--- src/rtl/packet_codec_if.sv ---
// ============================================================================
// Module      : packet_codec_if
// Description : Node-side and line-side signal bundle of the packet codec.
// Revision    : 1.0
// ============================================================================
`default_nettype none

interface packet_codec_if;
  logic [28:0] Packet_From_Node;
  logic        enc_valid_in;
  logic [54:0] packet;
  logic        enc_valid_out;
  logic [54:0] RX_Data;
  logic        dec_valid_in;
  logic [3:0]  addr;
  logic [2:0]  pkt_type;
  logic [23:0] Packet_To_Node;
  logic        bad_decode;
  logic        corrected;
  logic        dec_valid_out;

  modport master (
    output Packet_From_Node, enc_valid_in, RX_Data, dec_valid_in,
    input  packet, enc_valid_out, addr, pkt_type, Packet_To_Node,
           bad_decode, corrected, dec_valid_out
  );

  modport slave (
    input  Packet_From_Node, enc_valid_in, RX_Data, dec_valid_in,
    output packet, enc_valid_out, addr, pkt_type, Packet_To_Node,
           bad_decode, corrected, dec_valid_out
  );
endinterface

`default_nettype wire

--- src/rtl/packet_codec.sv ---
// ============================================================================
// Module      : packet_codec
// Description : Registered link-layer encoder/decoder: SYNC + 3x header copies
//               + SECDED Hamming(29,24) payload protection.
// Revision    : 1.0
// ============================================================================
`default_nettype none

module packet_codec #(
  parameter logic [3:0] SYNC      = 4'b1011,
  parameter logic [2:0] TYPE_DATA = 3'b100,
  parameter logic [2:0] TYPE_CTRL = 3'b001
) (
  input  wire logic      clk,
  input  wire logic      rst_n,
  packet_codec_if.slave  bus
);

  function automatic logic [4:0] syndrome(input logic [28:0] cw);
    logic [4:0] s;
    s = '0;
    for (int i = 0; i < 29; i++)
      if (cw[5'(i)]) s = s ^ 5'(i + 1);
    return s;
  endfunction

  function automatic logic [28:0] scatter(input logic [23:0] pl);
    logic [28:0] cw;
    logic [4:0]  j;
    cw = '0;
    j  = '0;
    for (int p = 1; p <= 29; p++)
      if ((p & (p - 1)) != 0) begin
        cw[5'(p - 1)] = pl[j];
        j = j + 5'd1;
      end
    return cw;
  endfunction

  function automatic logic [23:0] gather(input logic [28:0] cw);
    logic [23:0] pl;
    logic [4:0]  j;
    pl = '0;
    j  = '0;
    for (int p = 1; p <= 29; p++)
      if ((p & (p - 1)) != 0) begin
        pl[j] = cw[5'(p - 1)];
        j = j + 5'd1;
      end
    return pl;
  endfunction

  // Encode: check bits start at zero, so the raw syndrome is exactly the
  // check-bit vector that zeroes the final syndrome.
  logic [28:0] enc_cw;
  logic [4:0]  enc_chk;
  logic [2:0]  enc_type;
  logic [54:0] packet_d;

  always_comb begin
    enc_cw      = scatter(bus.Packet_From_Node[23:0]);
    enc_chk     = syndrome(enc_cw);
    enc_cw[0]   = enc_chk[0];
    enc_cw[1]   = enc_chk[1];
    enc_cw[3]   = enc_chk[2];
    enc_cw[7]   = enc_chk[3];
    enc_cw[15]  = enc_chk[4];
    enc_type    = bus.Packet_From_Node[28] ? TYPE_DATA : TYPE_CTRL;
    packet_d    = {SYNC, {3{enc_type}}, {3{bus.Packet_From_Node[27:24]}},
                   ^enc_cw, enc_cw};
  end

  logic [2:0]  t2, t1, t0, type_d;
  logic [3:0]  a2, a1, a0, addr_d;
  logic [4:0]  dec_s;
  logic        dec_p, uncorr, fixed, vote_fix, bad_d, corr_d;
  logic [28:0] cw_fix;
  logic [23:0] payload_d;

  always_comb begin
    {t2, t1, t0} = bus.RX_Data[50:42];
    {a2, a1, a0} = bus.RX_Data[41:30];
    type_d   = (t2 & t1) | (t2 & t0) | (t1 & t0);
    addr_d   = (a2 & a1) | (a2 & a0) | (a1 & a0);
    vote_fix = (t2 != type_d) | (t1 != type_d) | (t0 != type_d) |
               (a2 != addr_d) | (a1 != addr_d) | (a0 != addr_d);
    dec_s    = syndrome(bus.RX_Data[28:0]);
    dec_p    = ^bus.RX_Data[29:0];
    cw_fix   = bus.RX_Data[28:0];
    if (dec_p && (dec_s != 5'd0) && (dec_s <= 5'd29))
      cw_fix[dec_s - 5'd1] = ~cw_fix[dec_s - 5'd1];
    uncorr   = dec_p ? (dec_s >= 5'd30) : (dec_s != 5'd0);
    fixed    = dec_p && (dec_s <= 5'd29);
    bad_d    = (bus.RX_Data[54:51] != SYNC) | uncorr |
               ((type_d != TYPE_DATA) && (type_d != TYPE_CTRL));
    corr_d   = fixed | vote_fix;
    // Unusable words expose the raw payload rather than a guessed repair.
    payload_d = bad_d ? gather(bus.RX_Data[28:0]) : gather(cw_fix);
  end

  always_ff @(posedge clk or negedge rst_n) begin
    if (!rst_n) begin
      bus.packet         <= '0;
      bus.enc_valid_out  <= 1'b0;
      bus.addr           <= '0;
      bus.pkt_type       <= '0;
      bus.Packet_To_Node <= '0;
      bus.bad_decode     <= 1'b0;
      bus.corrected      <= 1'b0;
      bus.dec_valid_out  <= 1'b0;
    end else begin
      bus.enc_valid_out <= bus.enc_valid_in;
      bus.dec_valid_out <= bus.dec_valid_in;
      if (bus.enc_valid_in)
        bus.packet <= packet_d;
      if (bus.dec_valid_in) begin
        bus.addr           <= addr_d;
        bus.pkt_type       <= type_d;
        bus.Packet_To_Node <= payload_d;
        bus.bad_decode     <= bad_d;
        bus.corrected      <= corr_d;
      end
    end
  end

endmodule

`default_nettype wire

--- src/flat_wrapper.sv ---
// flat-port wrapper written by rule: the top's interface ports become plain ports
module packet_codec_flat 
#(
  parameter logic [3:0] SYNC      = 4'b1011,
  parameter logic [2:0] TYPE_DATA = 3'b100,
  parameter logic [2:0] TYPE_CTRL = 3'b001
)
  (clk, rst_n, bus_Packet_From_Node, bus_enc_valid_in, bus_RX_Data, bus_dec_valid_in, bus_packet, bus_enc_valid_out, bus_addr, bus_pkt_type, bus_Packet_To_Node, bus_bad_decode, bus_corrected, bus_dec_valid_out);
  packet_codec_if bus_i ();
  input  wire logic clk;
  input  wire logic rst_n;
  input wire logic [$bits(bus_i.Packet_From_Node)-1:0] bus_Packet_From_Node;
  input wire logic [$bits(bus_i.enc_valid_in)-1:0] bus_enc_valid_in;
  input wire logic [$bits(bus_i.RX_Data)-1:0] bus_RX_Data;
  input wire logic [$bits(bus_i.dec_valid_in)-1:0] bus_dec_valid_in;
  output wire logic [$bits(bus_i.packet)-1:0] bus_packet;
  output wire logic [$bits(bus_i.enc_valid_out)-1:0] bus_enc_valid_out;
  output wire logic [$bits(bus_i.addr)-1:0] bus_addr;
  output wire logic [$bits(bus_i.pkt_type)-1:0] bus_pkt_type;
  output wire logic [$bits(bus_i.Packet_To_Node)-1:0] bus_Packet_To_Node;
  output wire logic [$bits(bus_i.bad_decode)-1:0] bus_bad_decode;
  output wire logic [$bits(bus_i.corrected)-1:0] bus_corrected;
  output wire logic [$bits(bus_i.dec_valid_out)-1:0] bus_dec_valid_out;
  assign bus_i.Packet_From_Node = bus_Packet_From_Node;
  assign bus_i.enc_valid_in = bus_enc_valid_in;
  assign bus_i.RX_Data = bus_RX_Data;
  assign bus_i.dec_valid_in = bus_dec_valid_in;
  assign bus_packet = bus_i.packet;
  assign bus_enc_valid_out = bus_i.enc_valid_out;
  assign bus_addr = bus_i.addr;
  assign bus_pkt_type = bus_i.pkt_type;
  assign bus_Packet_To_Node = bus_i.Packet_To_Node;
  assign bus_bad_decode = bus_i.bad_decode;
  assign bus_corrected = bus_i.corrected;
  assign bus_dec_valid_out = bus_i.dec_valid_out;
  packet_codec #(.SYNC(SYNC), .TYPE_DATA(TYPE_DATA), .TYPE_CTRL(TYPE_CTRL)) u_core (.clk(clk), .rst_n(rst_n), .bus(bus_i));
endmodule
--- config.mk ---
export PLATFORM = sky130hd
export DESIGN_NAME = packet_codec_flat
export DESIGN_NICKNAME = d
export VERILOG_FILES = /design/src/rtl/packet_codec_if.sv /design/src/rtl/packet_codec.sv /design/src/flat_wrapper.sv
export SDC_FILE = /design/constraint.sdc
export NUM_CORES = 1
export LEC_CHECK = 0
export BUFFER_PORTS_ARGS = -buffer_cell sky130_fd_sc_hd__buf_2
export CORE_UTILIZATION = 51
export DETAILED_ROUTE_END_ITERATION = 10
export PLACE_DENSITY_LB_ADDON = 0.1
export SYNTH_ARGS = -nofsm -noshare
export SYNTH_HDL_FRONTEND = slang
export SYNTH_SLANG_ARGS = --single-unit
--- constraint.sdc ---
create_clock -name clk -period 2.26 [get_ports clk]
set_input_delay 0.226 -clock clk [delete_from_list [all_inputs] [get_ports clk]]
set_output_delay 0.226 -clock clk [all_outputs]
set_load 0.01 [all_outputs]
## After elaboration in Yosys (flattened, before gate mapping)

Cells that the tools add are included.

| storage, ports and cells | value |
|---|---|
| bits in registers | 74 |
| output and inout port bits | 90 |
| latch bits | 0 |
| input port bits | 88 |
| memories | 0 |
| memory bits (writable) | 0 |
| word-level logic and storage cells | 110 |
| memory bits (read-only) | 0 |

| cells by class | value |
|---|---|
| muxes and demuxes | 36 |
| bitwise logic cells | 44 |
| reduce and logical (&&, ||, !) cells | 8 |
| $add $sub $neg | 1 |
| magnitude comparators | 4 |
| multipliers | 0 |
| eq/ne operators | 9 |
| div/mod/pow operators | 0 |
| shifts and indexed selects | 0 |

Operator list:

| cell | number |
|---|---|
| $mux W4 | 15 |
| $reduce_xor A30 Y1 | 1 |
| $bwmux W29 | 1 |
| $reduce_xor A29 Y1 | 1 |
| $mux W3 | 8 |
| $not A3 Y3 | 8 |
| $not A2 Y2 | 11 |
| $mux W15 | 1 |
| $and A4 B4 Y4 | 3 |
| $ne A4 B4 Y1 | 3 |
| $mux W11 | 1 |
| $and A3 B3 Y3 | 3 |
| $ne A3 B3 Y1 | 3 |
| $not A4 Y4 | 2 |
| $or A1 B1 Y1 | 8 |
| $or A4 B4 Y4 | 2 |
| $lt A5 B6 Y1 const B | 1 |
| $mux W2 | 3 |
| $or A3 B3 Y3 | 2 |
| $bmux W1 S5 | 1 |
| $demux W1 S5 | 1 |
| $ge A5 B1 Y1 const B | 1 |
| $ge A5 B5 Y1 const B | 1 |
| $le A5 B5 Y1 const B | 1 |
| other kinds (10) | 20 |

## Logic depth before layout (Yosys ltp)

Gate-level depths: netlist of run 1.

| logic depth | value |
|---|---|
| depth in word-level cells | 35 |
| mapped depth | 15 |
| depth with buffers taken out | 13 |

## Least setup slack after synthesis of run 1

No wires, ideal clock.

| timing | value |
|---|---|
| path type | in2reg |
| start | in bus_RX_Data[4] |
| end | reg u_core.bus.Packet_To_Node[0] |
| setup slack | -1.128 ns |
| required time | 2.119 ns |
| data arrival time | 3.248 ns |
| path buffers | 2 |
| stages | 15 |
| setup time | 0.141 ns |
| cells stage by stage | clkbuf_2 xor3_2 xnor3_2 buf_6 inv_2 ha_1 nor2b_1 mux2i_1 or3b_2 a31o_2 o2111ai_1 o211ai_2 a41o_4 nor2_1 o31ai_1 |

| on the way | value |
|---|---|
| longest elaborated chain between the ends | 26 |
| elaborated cells between the ends (all ways) | 41 |
| those cells by class | add/sub: 1; order compare: 4; mux: 20; bitwise: 11; reduce/logical: 5 |

RTL lines:

| element | RTL line | source |
|---|---|---|
| start: declaration | flat_wrapper.sv:14 | `input wire logic [$bits(bus_i.RX_Data)-1:0] bus_RX_Data;` |
| $mux W3 | packet_codec.sv:23 | `if (cw[5'(i)]) s = s ^ 5'(i + 1);` |
| $not A2 Y2 (no source line) | - |  |
| $mux W3 | packet_codec.sv:23 |  |
| $not A3 Y3 (no source line) | - |  |
| $mux W3 | packet_codec.sv:23 |  |
| $mux W4 (4 in a row) | packet_codec.sv:23 |  |
| $not A2 Y2 (no source line) | - |  |
| $mux W4 | packet_codec.sv:23 |  |
| (+7 left out) | - |  |
| $sub A5 B1 Y5 | packet_codec.sv:91 | `cw_fix[dec_s - 5'd1] = ~cw_fix[dec_s - 5'd1];` |
| $lt A5 B6 Y1 (not written as such) / $ge A5 B1 Y1 (equally long branches) | packet_codec.sv:91 |  |
| $logic_and A1 B1 Y1 (not written as such) | packet_codec.sv:91 |  |
| $mux W1 (not written as such) | packet_codec.sv:91 |  |
| $demux W1 S5 | - |  |
| $bwmux W29 | packet_codec.sv:91 |  |
| $mux W15 | packet_codec.sv:90 | `if (dec_p && (dec_s != 5'd0) && (dec_s <= 5'd29))` |
| $mux W11 (*) | packet_codec.sv:98 | `payload_d = bad_d ? gather(bus.RX_Data[28:0]) : gather(cw_fix);` |
| end signal: assignment | packet_codec.sv:119 | `bus.Packet_To_Node <= payload_d;` |
| end: declaration | packet_codec_if.sv:30 | `output packet, enc_valid_out, addr, pkt_type, Packet_To_Node,` |

Mark *: on every way between the ends. The rest lies on a longest branch, timed or not. The select of a mux whose other input is x is not followed.
A chain may end at the register's enable or synchronous reset.

## Worst setup path after layout of run 1

| timing | value |
|---|---|
| start | in bus_RX_Data[13] |
| end | reg u_core.bus.Packet_To_Node[6] |

| on the way | value |
|---|---|
| longest elaborated chain between the ends | 12 |
| elaborated cells between the ends (all ways) | 25 |
| those cells by class | add/sub: 1; order compare: 4; mux: 11; bitwise: 4; reduce/logical: 5 |

RTL lines:

| element | RTL line |
|---|---|
| $mux W4 | packet_codec.sv:23 |
| $not A4 Y4 (no source line) | - |
| $mux W4 | packet_codec.sv:23 |
| $mux W5 | packet_codec.sv:23 |
| $sub A5 B1 Y5 | packet_codec.sv:91 |
| $lt A5 B6 Y1 (not written as such) / $ge A5 B1 Y1 (equally long branches) | packet_codec.sv:91 |
| $logic_and A1 B1 Y1 (not written as such) | packet_codec.sv:91 |
| $mux W1 (not written as such) | packet_codec.sv:91 |
| $demux W1 S5 | - |
| $bwmux W29 | packet_codec.sv:91 |
| $mux W15 | packet_codec.sv:90 |
| $mux W11 (*) | packet_codec.sv:98 |

Marked as above.

==> impl_metrics.py, run 1 <==
metrics = {
    "die": {
        "core_area_mm2": 0.006944,
        "die_y_um": 87.75,
        "start_util_pct": 54.00,
        "num_rows": 30,
        "num_io_pins": 178,
        "die_area_mm2": 0.007699,
        "die_w_um": 87.75,
    },
    "worst_setup_path": {
        "r2r_start": "u_core.bus.Packet_To_Node[0]",
        "crit_fanout": 8,
        "critPathMaxStageDelay_ps": 470,
        "slowest_stage": "xnor3_2",
        "crit_required_ps": 2440,
        "ff2ff_setup_slack_ps": 1310,
        "crit_path_end": "u_core.bus.Packet_To_Node[6]",
        "reg2regPathDepth": 3,
        "timing.rr.end": "u_core.bus.Packet_To_Node[0]",
        "worst-path-stages": 13,
        "critPathKind": "in -> reg",
        "critical_path_buf_inv_count": 1,
        "cp-end-kind": "flip-flop",
        "crit_arrival_ps": 3030,
        "cp_cell_sequence": "buf_6 -> xnor3_1 -> xnor3_2 -> ha_4 -> nor2b_4 -> mux2i_2 -> or3b_4 -> a31o_4 -> o2111ai_4 -> o211ai_2 -> a41o_4 -> nand2_8 -> o311ai_4",
        "startpoint": "bus_RX_Data[13]",
        "crit_family": "XOR/XNOR gates",
        "startpoint_type": "primary input",
    },
    "cells_and_area": {
        "area_delta_synth_final_pct": 38.91,
        "mostFrequentLayoutCell": "buf_2",
        "final_area_mm2": 0.005209,
        "mostFrequentLayoutCells": "buf_2, buf_4, dfrtp_1, xnor2_1, conb_1",
        "drive_gt1_share_pct": 52.73,
        "diodes": 0,
        "nets": 655,
        "post-route-util_pct": 75.01,
        "stdcell_count": 663,
    },
    "grt": {
        "grt_max_degree": 25,
        "grt_use_total_pct": 25.94,
        "overflow": 0,
        "grt_pass1_vias": 3264,
        "grt_pass1_wl_um": 15320,
        "antenna_found_initial": 0,
    },
    "detailed_routing": {
        "post-route-drc-count": 0,
        "via_count": 3431,
        "drt_iter0_drc": 125,
        "wire_per_inst_um": 14.90,
        "detail-route-antenna-nets": 0,
        "firstDrtPassIters": 4,
        "via_per_inst": 5.175,
        "routed_wl_um": 9880,
    },
    "synth": {
        "ys.flop_type": "dfrtp_1",
        "yosysWarningCount": 0,
        "netlist.area_leader.share_pct": 30.03,
        "synth_top_cell_by_area": "dfrtp_1",
        "synth-edff-count": 0,
        "synth_area_leaders": "dfrtp_1, xnor2_1, buf_4",
        "syn_inst": 365,
        "post_synth_num_cell_types": 62,
        "synth_seq_cells": 45,
        "syn_area_per_cell_um2": 10.27,
        "ys_async_sr_fraction_pct": 100.0,
        "synth_area_mm2": 0.003750,
        "yosysSeqAreaShare_pct": 30.03,
    },
    "clock_tree": {
        "worstSkewPairLatency_ps": 310,
        "root_buffer": "clkbuf_8",
        "cts_sinks": 45,
        "clock_path_buffers": 2,
        "cts_made_buffers": 5,
        "cts.clk_slew.worst_paths_ps": 90,
        "htreeDepth": 2,
        "cts_tree": "built",
    },
    "pwr": {
        "cellPowerDensity_mw_per_mm2": 817.0,
        "vdd_ir_drop_max_uv": 501.2,
        "p_leak_uw": 0.002463,
    },
    "sta": {
        "fmax_mhz": 351.0,
        "worst_slack_ps": -588.7,
        "slew_viol_final": 0,
        "hold_viol": 0,
        "timing.final.crit_period_ps": 2849,
        "finalSetupViolCount": 11,
        "clock_skew_ps": 0,
        "worstMarginPinSlew_ps": 498.3,
        "max_slew_margin_pct": 66.63,
        "min_period_over_period_pct": 126.0,
        "rsz0062_at_grt": "yes",
    },
    "place": {
        "post-place-cells": 644,
        "hpwl_um": 7766,
        "dpl_cell_area_mm2": 0.004860,
        "io_buffers": 133,
        "routabilityCongestion": 0.8534,
    },
    "status": {
        "status": "finished, violations left",
        "violations": "negative setup slack",
    },
    "worst_hold_path": {
        "hold_class": "in -> reg",
    },
    "flow_run": {
        "drv_cap": 0,
    },
}
cell type report:
| type | count | area (µm²) |
|---|---|---|
| clock buffers | 5 | 68.82 |
| well taps | 96 | 120.1 |
| fillers | 544 | 1735 |
| clock inverters | 3 | 25.02 |
| inverters | 5 | 23.77 |
| repair buffers | 222 | 1369 |
| multi-input cells | 287 | 2476 |
| flip-flops and latches | 45 | 1126 |
metrics by stage:
step           TNS (ps)  setup WS, ps  hold slack, ps  power, µW
6_report          -6157        -588.7           95.55       4256
5_1_grt           -7289        -687.6           104.4       4512
4_1_cts           -5974        -579.0           95.42       4104
3_5_place_dp     -10570        -925.0           146.4       3431
3_3_place_gp      -9667        -851.3           137.9       3364
2_1_floorplan     -8854        -827.5          -69.59       2515
sequential cells by signal, summed over array words and instances (netlist names):
name                       count
u_core.bus.pkt_type            3
u_core.bus.dec_valid_out       1
u_core.bus.packet             23
u_core.bus.addr                4
u_core.bus.bad_decode          1
u_core.bus.corrected           1
u_core.bus.enc_valid_out       1
u_core.bus.Packet_To_Node     11
report_power, final:
part	switching [µW]	total [µW]	internal [µW]	leakage, µW
logic	1320	2760	1440	0.00190
registers	54.6	966	911	0.000521
clock network	307	533	225	0.0000452
total	1680	4260	2570	0.00246
worst reg2reg max path: cells and delay by family, from the launching register on:
kind / cells / cell delay (ps)
multiplexers: 1 / 260
AO/OA/AOI/OAI: 2 / 200
flip-flops: 1 / 380
cells by family (layout without fill, tap and decap cells):
logic type	Yosys count	in the layout	synth area share, %
AND/OR/NAND/NOR	79	79	10.91
AO/OA/AOI/OAI	68	68	13.01
XOR/XNOR	64	64	20.05
buffers and inverters	63	235	12.11
flip-flops	45	45	30.03
multiplexers	37	37	11.58
adder cells (fa/ha/maj)	8	8	2.202
other	1	31	0.1000
worst min path at each step:
| stage | start | endpoint | cells after the start |
|---|---|---|---|
| 6_report | bus_Packet_From_Node[28] | u_core.bus.packet[48] | 2 |
| 4_1_cts | bus_Packet_From_Node[28] | u_core.bus.packet[48] | 2 |
| 2_1_floorplan | rst_n | u_core.bus.Packet_To_Node[0] | 0 |
| 3_3_place_gp | rst_n | u_core.bus.packet[3] | 1 |
| 5_1_grt | bus_Packet_From_Node[28] | u_core.bus.packet[48] | 2 |
| 3_5_place_dp | rst_n | u_core.bus.packet[3] | 1 |
cells in the mapped netlist (2+ instances only):
master and instances:
buf_4 45, dfrtp_1 45, xnor2_1 42, mux2_2 28, nand2_1 26, o21ai_0 13, a31oi_1 11, nor2_1 11
nor2b_1 11, xor2_1 9, a21oi_1 7, maj3_1 7, mux2i_1 7, nand3_1 7, a211oi_1 6, nor3_1 6
xnor3_1 6, o31ai_1 5, clkbuf_1 4, inv_1 4, clkbuf_8 3, o2111ai_1 3, o211ai_1 3, o2bb2ai_1 3
or3_1 3, xnor3_2 3, xor3_2 3, a2111oi_0 2, and2_1 2, buf_2 2, buf_6 2, nand4b_1 2
o21a_1 2, o22ai_1 2, or2b_2 2, or4_1 2
timing repair:
action                                  CTS  global route
gates resized for setup                  19            16
hold endpoints to repair                 13             0
pin swaps                                10            16
buffers inserted                          4             6
hold buffers                              1             0
endpoints found under the setup margin   12            13
routing by layer:
layer | vias to the layer above | part of all wire [%] | global-route usage (%)
met4 | 0 | 2.9 | 10.28
met1 | 1614 | 41 | 31.32
met5 | - | 0 | 0
met2 | 156 | 50 | 45.74
met3 | 24 | 6.7 | 4.618
li1 | 1637 | - | -
Note: power is estimated with default switching activity, not from simulation.
==> run 2: changes to the inputs <==
ABC_AREA = 1   (was default)
CORE_UTILIZATION = 53   (was 51)
==> impl_metrics.py, run 2 <==
metrics = {
    "worst_setup_path": {
        "critPathKind": "in -> reg",
        "critPathMaxStageDelay_ps": 330,
        "reg2regPathDepth": 1,
        "crit_path_end": "u_core.bus.Packet_To_Node[6]",
        "r2r_start": "u_core.bus.packet[51]",
        "cp_cell_sequence": "buf_2 -> inv_2 -> nand2_1 -> nand2_1 -> nand2_1 -> nand2_1 -> nand2_2 -> nand2_2 -> nand2_4 -> nand2_4 -> ha_4 -> inv_4 -> nor3_2 -> nand2_1 -> nand3_1 -> nand3_1 -> nand2_2 -> buf_12 -> nand2_1 -> nand2_1 -> nand2_1",
        "critical_path_buf_inv_count": 4,
        "worst-path-stages": 21,
        "crit_fanout": 11,
        "startpoint_type": "primary input",
        "slowest_stage": "ha_4",
        "crit_family": "simple AND/OR/NAND/NOR gates",
        "crit_arrival_ps": 2230,
        "critPathMostFrequentCell": "nand2_1",
        "cp-end-kind": "flip-flop",
        "crit_required_ps": 2440,
        "ff2ff_setup_slack_ps": 1470,
        "startpoint": "bus_RX_Data[10]",
        "timing.rr.end": "u_core.bus.packet[51]",
    },
    "synth": {
        "ys_async_sr_fraction_pct": 100.0,
        "yosysSeqAreaShare_pct": 26.52,
        "post_synth_num_cell_types": 36,
        "yosysMostFrequentCell": "nand2_1",
        "synth_seq_cells": 45,
        "syn_inst": 714,
        "yosysWarningCount": 0,
        "synth-edff-count": 0,
        "syn_area_per_cell_um2": 5.948,
        "netlist.area_leader.share_pct": 29.70,
        "ys.flop_type": "dfrtp_1",
        "synth_top_cell_by_area": "nand2_1",
        "synth_area_mm2": 0.004247,
        "synth_area_leaders": "nand2_1, dfrtp_1, buf_4",
        "synthTopCellsByCount": "nand2_1, inv_1, buf_4",
    },
    "cells_and_area": {
        "multi_input_area_mm2": 0.002542,
        "drive_gt1_share_pct": 25.41,
        "regMostFlops": "u_core.bus.packet",
        "diodes": 0,
        "reg.largest.list": "u_core.bus.packet: 23 flops, u_core.bus.Packet_To_Node: 11 flops, u_core.bus.addr: 4 flops",
        "final_area_mm2": 0.005136,
        "regArea_mm2": 0.001126,
        "area_delta_synth_final_pct": 20.95,
        "mostFrequentLayoutCells": "nand2_1, buf_2, inv_1, dfrtp_1, nand3_1",
        "mostFrequentLayoutCell": "nand2_1",
        "largest_reg_flops": 23,
        "nets": 946,
        "num-fill-cells": 767,
    },
    "sta": {
        "rsz0062_at_grt": "no",
        "whs_ps": 3.323,
        "hold_viol": 0,
        "finalSetupViolCount": 0,
        "min_period_over_period_pct": 90.94,
        "timing.final.crit_period_ps": 2055,
        "worst_slack_ps": 204.7,
        "max_slew_margin_pct": 63.43,
        "clock_skew_ps": 0,
        "slew_viol_final": 0,
        "fmax_mhz": 486.6,
        "worstMarginPinSlew_ps": 548.5,
    },
    "clock_tree": {
        "htreeDepth": 2,
        "clock_path_buffers": 2,
        "cts_made_buffers": 5,
        "worstSkewPairLatency_ps": 280,
        "cts_sinks": 45,
        "cts_tree": "built",
        "root_buffer": "clkbuf_8",
        "cts_hold_buf": 0,
        "cts.clk_slew.worst_paths_ps": 80,
        "cts_resized": 0,
        "postCtsSetupBuffers": 0,
    },
    "die": {
        "core_area_mm2": 0.007727,
        "num_io_pins": 178,
        "start_util_pct": 54.95,
        "die_area_mm2": 0.008374,
        "die_w_um": 91.51,
        "num_rows": 32,
        "die_y_um": 91.51,
    },
    "detailed_routing": {
        "detail-route-antenna-nets": 0,
        "post-route-drc-count": 0,
        "wire_per_inst_um": 10.79,
        "via_count": 4589,
        "drt_iter0_drc": 184,
        "firstDrtPassIters": 5,
        "via_per_inst": 4.780,
        "routed_wl_um": 10360,
    },
    "pwr": {
        "cellPowerDensity_mw_per_mm2": 532.7,
        "p_leak_uw": 0.003117,
        "vdd_ir_drop_max_uv": 248.5,
    },
    "grt": {
        "grt_use_total_pct": 25.23,
        "grtUsageMet3_pct": 2.596,
        "use_met2_pct": 48.25,
        "grt_pass1_wl_um": 17440,
        "grtUsageMet1_pct": 29.72,
        "grt_pass1_vias": 4133,
        "overflow": 0,
        "top_usage_layer": "met2",
        "grt_max_degree": 46,
        "antenna_found_initial": 0,
    },
    "place": {
        "dpl_cell_area_mm2": 0.005045,
        "io_buffers": 133,
        "pre_cts_slack_ps": -122.1,
        "routabilityCongestion": 0.9296,
        "hpwl_um": 8732,
    },
    "status": {
        "status": "complete, no violations",
    },
    "flow_run": {
        "drv_cap": 0,
    },
    "worst_hold_path": {
        "hold_class": "in -> async",
    },
}
-- run 2: cell count changes in the layout (fill, tap and decap cells not counted), sizes merged, moves of 28 or more --
cell and delta:
nor2 +37, nand3 +36, buf -53, nand2 +325, mux2 -28, inv +73
-- run 2: final cells by class --
class	instances	share of cell area, %
Sequential cell	45	21.92
Inverter	80	5.895
Tap cell	102	2.485
Clock buffer	7	1.486
Multi-Input combinational cell	557	49.50
Timing Repair Buffer	168	18.56
Clock inverter	1	0.1462
-- run 2: how the worst min path moves through the flow --
| stage | from | endpoint | slack (ps) | cells past startpoint |
|---|---|---|---|---|
| 2_1_floorplan | rst_n | u_core.bus.Packet_To_Node[0] | -70 | 0 |
| 3_3_place_gp | rst_n | u_core.bus.packet[12] | 340 | 2 |
| 3_5_place_dp | rst_n | u_core.bus.packet[12] | 340 | 2 |
| 4_1_cts | rst_n | u_core.bus.packet[12] | 20 | 2 |
| 5_1_grt | rst_n | u_core.bus.packet[7] | 40 | 2 |
| 6_report | rst_n | u_core.bus.packet[7] | 3 | 2 |
-- run 2: cells by family after synthesis --
kind of cell    share of synthesized area [%]
other cells                           0.08831
xor+xnor                                5.775
buf+inv                                 17.21
fa+ha+maj                              0.5303
simple gates                            44.76
compound gates                          5.127
flops                                   26.52
-- run 2: metrics by stage --
stage          setup TNS (ps)  utilization (%)  power [µW]  cells
6_report                    0            66.47        2736    960
2_1_floorplan               0                -        1877    744
3_5_place_dp            -1117            65.29        2278    952
4_1_cts                     0            66.37        2752    960
3_3_place_gp           -464.7            65.29        2243    952
5_1_grt                     0            66.47        2961    960
-- run 2: layer usage --
layer | wire length, µm | vias to the layer above
met2 | 5358 | 130
li1 | - | 2388
met3 | 525 | 10
met5 | 0 | -
met1 | 4311 | 2061
met4 | 161 | 0
-- run 2: power breakdown --
part | internal, µW | leakage (µW) | switching (µW)
registers | 893 | 0.000534 | 47.3
clock network | 219 | 0.0000385 | 253
logic | 536 | 0.00254 | 788
